[src/rtl/msbs_t3_seq.sv]
`default_nettype none
// ============================================================================
// Module   : msbs_t3_seq
// Brief    : Sequential t=3 modified-SBS error-locator coefficient generator.
//            One shared GF(2^10) multiplier is stepped through 8 products.
// Revision : 1.0 - initial release
// ============================================================================
module msbs_t3_seq #(
    parameter int                GF_LEN    = 10,
    parameter logic [GF_LEN:0]   PRIM_POLY = 11'h409
) (
    input  logic              clk,
    input  logic              rst,
    input  logic              in_valid,
    output logic              in_ready,
    input  logic [GF_LEN-1:0] synd1,
    input  logic [GF_LEN-1:0] synd3,
    input  logic [GF_LEN-1:0] synd5,
    output logic              out_valid,
    input  logic              out_ready,
    output logic [GF_LEN-1:0] out_deg2_R,
    output logic [GF_LEN-1:0] out_deg3_A,
    output logic [GF_LEN-1:0] out_deg3_B,
    output logic [GF_LEN-1:0] out_deg3_C,
    output logic [GF_LEN-1:0] out_deg3_R,
    output logic              busy
);

    typedef enum logic [1:0] {
        S_IDLE = 2'd0,
        S_CALC = 2'd1,
        S_DONE = 2'd2
    } state_t;

    // Shift-and-add GF multiply; each shift of the multiplicand is reduced
    // by the primitive polynomial so the accumulator never exceeds GF_LEN bits.
    function automatic logic [GF_LEN-1:0] gf_mul(
        input logic [GF_LEN-1:0] a,
        input logic [GF_LEN-1:0] b
    );
        logic [GF_LEN-1:0] acc;
        logic [GF_LEN-1:0] sh;
        acc = '0;
        sh  = a;
        for (int i = 0; i < GF_LEN; i++) begin
            if (b[i]) acc = acc ^ sh;
            sh = {sh[GF_LEN-2:0], 1'b0} ^ (sh[GF_LEN-1] ? PRIM_POLY[GF_LEN-1:0] : '0);
        end
        return acc;
    endfunction

    state_t            r_state;
    state_t            w_state_nxt;
    logic [2:0]        r_step;

    logic [GF_LEN-1:0] r_s1, r_s3, r_s5;
    logic [GF_LEN-1:0] r_p2, r_p3, r_p4, r_s1s3, r_s1s5, r_p2s3, r_p3s3;
    logic [GF_LEN-1:0] r_deg2_r, r_deg3_a, r_deg3_b, r_deg3_c, r_deg3_r;
    logic              r_out_valid;

    logic [GF_LEN-1:0] w_op_a, w_op_b, w_prod, w_t;
    logic              w_accept;
    logic              w_last;

    assign in_ready = (r_state == S_IDLE) || ((r_state == S_DONE) && out_ready);
    assign w_accept = in_valid && in_ready;
    assign w_last   = (r_state == S_CALC) && (r_step == 3'd7);
    assign w_t      = r_p3 ^ r_s3;

    assign out_valid  = r_out_valid;
    assign busy       = (r_state == S_CALC);
    assign out_deg2_R = r_deg2_r;
    assign out_deg3_A = r_deg3_a;
    assign out_deg3_B = r_deg3_b;
    assign out_deg3_C = r_deg3_c;
    assign out_deg3_R = r_deg3_r;

    // Operand select for the shared multiplier, indexed by the product step.
    always_comb begin
        w_op_a = r_s1;
        w_op_b = r_s1;
        case (r_step)
            3'd0: begin w_op_a = r_s1; w_op_b = r_s1; end
            3'd1: begin w_op_a = r_p2; w_op_b = r_s1; end
            3'd2: begin w_op_a = r_p2; w_op_b = r_p2; end
            3'd3: begin w_op_a = r_s1; w_op_b = r_s3; end
            3'd4: begin w_op_a = r_s1; w_op_b = r_s5; end
            3'd5: begin w_op_a = r_p2; w_op_b = r_s3; end
            3'd6: begin w_op_a = r_p3; w_op_b = r_s3; end
            default: begin w_op_a = w_t; w_op_b = w_t; end
        endcase
    end

    assign w_prod = gf_mul(w_op_a, w_op_b);

    // State register.
    always_ff @(posedge clk) begin
        if (rst) r_state <= S_IDLE;
        else     r_state <= w_state_nxt;
    end

    // Next-state logic: DONE may hand straight back to CALC when a new set
    // arrives on the same edge the current result is consumed.
    always_comb begin
        w_state_nxt = r_state;
        case (r_state)
            S_IDLE: if (w_accept) w_state_nxt = S_CALC;
            S_CALC: if (r_step == 3'd7) w_state_nxt = S_DONE;
            S_DONE: if (out_ready) w_state_nxt = in_valid ? S_CALC : S_IDLE;
            default: w_state_nxt = S_IDLE;
        endcase
    end

    // Syndrome capture, step counter and product/intermediate registers.
    always_ff @(posedge clk) begin
        if (rst) begin
            r_step   <= 3'd0;
            r_s1     <= '0;
            r_s3     <= '0;
            r_s5     <= '0;
            r_p2     <= '0;
            r_p3     <= '0;
            r_p4     <= '0;
            r_s1s3   <= '0;
            r_s1s5   <= '0;
            r_p2s3   <= '0;
            r_p3s3   <= '0;
        end else if (w_accept) begin
            r_step <= 3'd0;
            r_s1   <= synd1;
            r_s3   <= synd3;
            r_s5   <= synd5;
        end else if (r_state == S_CALC) begin
            r_step <= r_step + 3'd1;
            case (r_step)
                3'd0: r_p2   <= w_prod;
                3'd1: r_p3   <= w_prod;
                3'd2: r_p4   <= w_prod;
                3'd3: r_s1s3 <= w_prod;
                3'd4: r_s1s5 <= w_prod;
                3'd5: r_p2s3 <= w_prod;
                3'd6: r_p3s3 <= w_prod;
                default: ;
            endcase
        end
    end

    // Coefficient outputs load together on the final step and hold afterwards.
    always_ff @(posedge clk) begin
        if (rst) begin
            r_deg2_r <= '0;
            r_deg3_a <= '0;
            r_deg3_b <= '0;
            r_deg3_c <= '0;
            r_deg3_r <= '0;
        end else if (w_last) begin
            r_deg2_r <= w_t;
            r_deg3_c <= w_t;
            r_deg3_a <= r_p2s3 ^ r_s5;
            r_deg3_b <= r_s1s3 ^ r_p4;
            r_deg3_r <= r_s1s5 ^ r_p3s3 ^ w_prod;
        end
    end

    // Output-valid flag: set on the final step, cleared when consumed.
    always_ff @(posedge clk) begin
        if (rst)                                 r_out_valid <= 1'b0;
        else if (w_last)                         r_out_valid <= 1'b1;
        else if ((r_state == S_DONE) && out_ready) r_out_valid <= 1'b0;
    end

endmodule
`default_nettype wire

[config.mk]
export PLATFORM = sky130hd
export DESIGN_NAME = msbs_t3_seq
export DESIGN_NICKNAME = d
export VERILOG_FILES = /design/src/rtl/msbs_t3_seq.sv
export SDC_FILE = /design/constraint.sdc
export NUM_CORES = 1
export LEC_CHECK = 0
export ABC_AREA = 1
export CORE_MARGIN = 3
export CORE_UTILIZATION = 27
export DETAILED_ROUTE_END_ITERATION = 16
export MAX_ROUTING_LAYER = met4
export SYNTH_ARGS = -nofsm -noshare
export SYNTH_HDL_FRONTEND = slang
export SYNTH_SLANG_ARGS = --single-unit
[constraint.sdc]
create_clock -name clk -period 3.46 [get_ports clk]
set_input_delay 0.519 -clock clk [delete_from_list [all_inputs] [get_ports clk]]
set_output_delay 0.519 -clock clk [all_outputs]
set_load 0.02 [all_outputs]
==> run metrics <==
Post-Layout Inst Area 10900 sq um; TritonCTS clock tree yes; Nets 1470; CTS HTree Levels 4; Adder-Cell Fraction of Synth Area 0.853%; setup ws final 0.315 ns; Syn. warnings 0; CTS root buf clkbuf_16; core area 31900 sq um; Fin. Hold Viols 0; setup TNS 0 ns; die boundary width about 190 um; post-synthesis mux area share 0%; Synth area leader dfxtp_1; FP Rows 65; sequential element share of the synthesized area 33.2%; drt pass-1 iters 5; worst vdd ir 347 uV; max_cap viols 0; largest family of logic cells by synthesized area simple AND/OR/NAND/NOR gates; complex-gate fraction of the synthesized area 14.3%; syn_nets 1377; initial antenna violation count 0; Slew headroom 50.8%; I/O Buffers 86; RSZ-0062 raised after global routing no; layout cells sized above 1 11.1%; WL final 29.0 mm; Iteration-0 DRC Markers 630; largest net degree at the start of global routing 68; Distinct cells, synth 38; Final min period 3.14 ns; maximum clock path buffer count 2; first-pass GRT wire length 46.1 mm; chip height 187 um; GRT Util Overall ~17%; GP Congestion 0.932; post-synth top area share between 30% and 40%; vias in the first global route 8363; Post-Syn Instances 1337; syn avg cell area 6.59 sq um; Worst-Skew Late Latency 0.44 ns; Post-DP HPWL 21.9 mm; Ant. Diodes 0; period utilization 90.9%; die area 34800 sq um; Startpoint Class register; Setup Slack @ Placement 0.188 ns; XOR/XNOR Fraction of Synth Area 9.63%; max-slew violations 0; worst hold path type register to register; total CTS buffers 17; # DRC 0; status complete, no violations; Worst Tran Pin Value approximately 0.74 ns; CP required approximately 3.8 ns; antenna-violating nets left 0; crit path max fanout 13; Post-Syn Area 8810 sq um; total grt overflow 0; Setup CP Type register to register; Setup-failing EPs final 0; CP arrival 3.44 ns; Syn-to-layout area delta 24.2%; WL per Instance 15.5 um; I/O pin cnt 87; PwrDens ~450 nW/um^2; #FFs+latches synth 146; simple-gate share of the synthesized area 31.5%; crit end category register; Synth area leaders dfxtp_1 (33%), nand2_1 (12%), nor2_1 (7.4%); Final Skew 0.0253 ns; max frequency 318 MHz; Pleak between 4 and 5 nW; Sink Count 146; via count 8619; Area after DPL 10300 sq um; Clk pin slew, worst setup/hold paths 0.07 ns; Initial Utilization 27.6%; Via density between 4 and 5
logic make-up (layout without fill, tap and decap cells):
logic type                 count (synthesis)  count (layout)
AOI/OAI and AO/OA                        240             240
adders and majority gates                  6               6
DFF                                      146             146
buffers and inverters                    216             322
xor gates and xnor gates                  90              90
and+or+nand+nor                          639             639
layout make-up:
type,instances,area [sq um]
tap,435,544
inverter,156,591
clock buffer,18,429
clock inverter,14,144
multi-input combinational,975,5000
fill,3513,20900
sequential,146,2920
timing repair buffer,134,1310
power by group:
group	internal [mW]	switching, mW
clock network	1.02	0.836
logic	0.419	0.834
registers	1.73	0.0517
total	3.16	1.72
Yosys cell counts (all sizes together):
cell    number
o21bai       4
o21ai      129
buf         25
nand4        2
o211ai       8
inv        156
nor3         1
nand3b      11
xnor2       55
ha           6
a211oi       2
nand2b       1
or2          1
dfxtp      146
nand3      112
nand2      331
nor2       180
clkbuf      35
a21oi       95
o22ai        2
xor2        35
layer usage:
layer	track usage (%)	wire (um)	part of all wire, %
met5	-	0	0
met4	5.58	839	2.9
met3	2.16	1070	3.7
met2	27.3	13200	45
met1	22.6	14000	48
path summary, 6_finish.rpt:
check / to / slack, ns / depth (start not counted) / from
hold / removal: r_s1[4] / 0.48 / 2 / r_s1[4]
setup reg to reg: r_p2[8] / 0.32 / 19 / r_step[1]
hold reg to reg: r_s1[4] / 0.48 / 2 / r_s1[4]
setup / recovery: r_p2[8] / 0.32 / 19 / r_step[1]
through the flow:
stage	hold WS, ns	util, %	total power, mW	cells
floorplan	0.439	-	2.56	1337
global placement	0.457	32.3	3.04	1843
detailed placement	0.471	32.3	3.05	1843
CTS	0.485	34.1	4.89	1875
global route	0.507	34.3	5.11	1878
finish	0.481	34.3	4.89	1878
worst max-delay path, stage by stage (launching register included):
cell     delay [ns]
dfxtp_1        0.36
ha_1           0.24
ha_1           0.18
inv_1          0.13
nand2_1        0.08
nor2_2         0.13
buf_12         0.16
nand2_2        0.12
nor2_1         0.14
nor2_2         0.07
nand2_1        0.14
nand2_1        0.13
inv_1          0.15
nand2_1        0.09
xnor2_1        0.27
nand2_1        0.12
nand2_1        0.08
nand2_1        0.08
nand2_2        0.24
a21oi_1        0.10
layout by cell type (no fill, tap or decap), types with 10 or more instances in the layout:
master	n
clkdlybuf4s50_1	86
nor2_1	170
nand3_1	106
buf_4	41
nand2_2	38
clkbuf_16	17
dfxtp_1	146
inv_1	148
xor2_1	33
a21oi_1	95
o21ai_0	120
nand2_1	289
nand3b_1	10
xnor2_1	48
repair_timing:
action,CTS,global route
endpoints found under the setup margin,0,61
resized for setup,0,9
hold buffers,0,0
setup buffers,0,3
Power figures use the tool's default switching activity.
==> variant (same settings) <==
`GF_LEN`: 10 -> 12.
--- a/src/rtl/msbs_t3_seq.sv
+++ b/src/rtl/msbs_t3_seq.sv
@@ -6,7 +6,7 @@
 // Revision : 1.0 - initial release
 // ============================================================================
 module msbs_t3_seq #(
-    parameter int                GF_LEN    = 10,
+    parameter int                GF_LEN    = 12,
     parameter logic [GF_LEN:0]   PRIM_POLY = 11'h409
 ) (
     input  logic              clk,
Ports: changed (8 resized); port bits go from 87 to 103. The function was not compared with the original's and may differ.
==> variant against the unedited design <==
  * The run now ends with negative setup slack left
  * Area after synthesis is 24% higher
  * Global-route usage is 1.5 points higher
  * Final area is 44% higher
  * Sequential cell count is 28 higher
  * Critical path depth is 10 higher
  * Setup slack worse by 0.36 ns
  * Wire length is 42% higher
  * Critical path type unchanged
  * Largest cell class unchanged
Power is not compared: it rests on default switching activity, and its combinational part moved more than twofold at a synthesized area within 25%.
==> variant: results (changes against the unedited design) <==
Synth
  – Seq/Total Area, Yosys: 31.8% (-1.4 points)
  – Syn nets: 1730 (+26%)
  – Ranking of synthesized cells by area: dfxtp_1, nand2_1, inv_1

Final layout
  – ANT cells: 0 (unchanged)
  – Fillers: 4120 (+17%)
  – Share of layout cells above drive strength 1: 28.3% (+17 points)
  – Nets: 1985 (+35%)

Setup path
  – CP peak stage delay: 0.38 ns (+0.02 ns)
  – Maximum net fanout on the critical path: 8 (-5)
  – R2R cell count: 29 (+10)
  – Slowest cell on the critical path: dfxtp_4
  – RR Startpoint: r_step[0]
  – Flop-to-flop setup slack: -0.04 ns (-0.36 ns)
  – R2r endpoint: out_deg3_R[4]

Place
  – Final GP Congestion: 0.968 (+3.8%)
  – Port Buffers: 102 (+19%)
  – DP Area: 13500 µm² (+31%)
  – Final HPWL DP: 30.9 mm (+41%)

Global route
  – Largest net degree at the start of global routing: 68 (unchanged)
  – First-pass GRT wire length: 61.9 mm (+34%)
  – Number of global-route vias before repair: 11000 (+32%)
  – Gr usage total: 18.6% (+1.5 points)

Hold path
  – Hold Path Cell Cnt: 2 (unchanged)
  – Hold Path End: out_valid
  – Worst Hold Launch: out_valid

Detailed routing
  – Avg WL per Cell: 16.6 µm (+7.7%)
  – Initial DRC count: 886 (+41%)
  – Via count: 11800 (+37%)

STA
  – Worst Tran Pin Value: 0.833 ns (+0.0959 ns)
  – Count of final setup violators: 24 (+24)
  – Worst Slack Setup Final: -0.0415 ns (-0.357 ns)

Outcome
  – Status: finished with violations
  – Failing checks: negative setup slack
variant: power by group:
| part | total [mW] | internal, mW | switching [mW] |
|---|---|---|---|
| Clock | 1.77 | 0.940 | 0.832 |
| Sequential | 2.13 | 2.06 | 0.0667 |
| Combinational | 3.45 | 1.38 | 2.07 |
| Total | 7.35 | 4.38 | 2.97 |
variant: timing repair:
item / CTS / global route
gates cloned: 0 / 2
pin swaps: 15 / 98
resized for setup: 33 / 275
buffers inserted: 7 / 50
setup endpoints to repair: 96 / 96
variant: through the flow:
stage	std cells	worst slack [ns]	hold slack (ns)	setup TNS, ns
6_report	2476	-0.0415	0.468	-0.348
5_1_grt	2476	-0.273	0.506	-15.49
4_1_cts	2424	-0.0352	0.475	-0.305
3_5_place_dp	2386	-0.259	0.464	-10.47
3_3_place_gp	2386	-0.269	0.456	-8.16
2_1_floorplan	1684	0.556	0.439	0
variant: layer usage:
metal | wire [µm] | global-route usage (%) | vias to the layer above | part of all wire [%]
li1 | - | - | 5863 | -
met1 | 18400 | 24.2 | 5557 | 45
met2 | 19600 | 30.0 | 318 | 48
met3 | 1730 | 1.71 | 61 | 4.2
met4 | 1520 | 7.16 | 0 | 3.7
met5 | 0 | - | - | 0
variant: worst max-delay path by stage:
| stage | from | endpoint | slack (ns) | cells past startpoint |
|---|---|---|---|---|
| floorplan | r_step[1] | out_deg3_R[6] | 0.56 | 27 |
| global placement | r_step[0] | r_p2[9] | -0.27 | 23 |
| detailed placement | r_step[0] | r_p3[9] | -0.26 | 23 |
| CTS | r_step[0] | r_p3[6] | -0.04 | 23 |
| global route | r_step[0] | out_deg3_R[4] | -0.27 | 29 |
| finish | r_step[0] | out_deg3_R[4] | -0.04 | 29 |
variant: logic make-up after synthesis:
group                    synth area share [%]
AND/OR/NAND/NOR                          33.5
AO/OA/AOI/OAI                            15.9
buffers and inverters                    10.8
flip-flops                               31.8
XOR/XNOR                                 7.18
adder cells (fa/ha/maj)                 0.686
variant: worst reg2reg max path: cells and delay by family (launching register included):
kind	cells	cell delay, ns
simple gates	19	1.94
buf+inv	8	0.70
flops	1	0.38
fa+ha+maj	1	0.22
xor+xnor	1	0.17
variant: cell type report:
class	count	area, µm²	share of cell area [%]
well taps	525	657	4.16
clock buffers	19	443	2.81
inverters	217	846	5.36
multi-input cells	1222	7410	47.0
flip-flops and latches	174	3490	22.1
clock inverters	12	90.1	0.571
repair buffers	307	2840	18.0
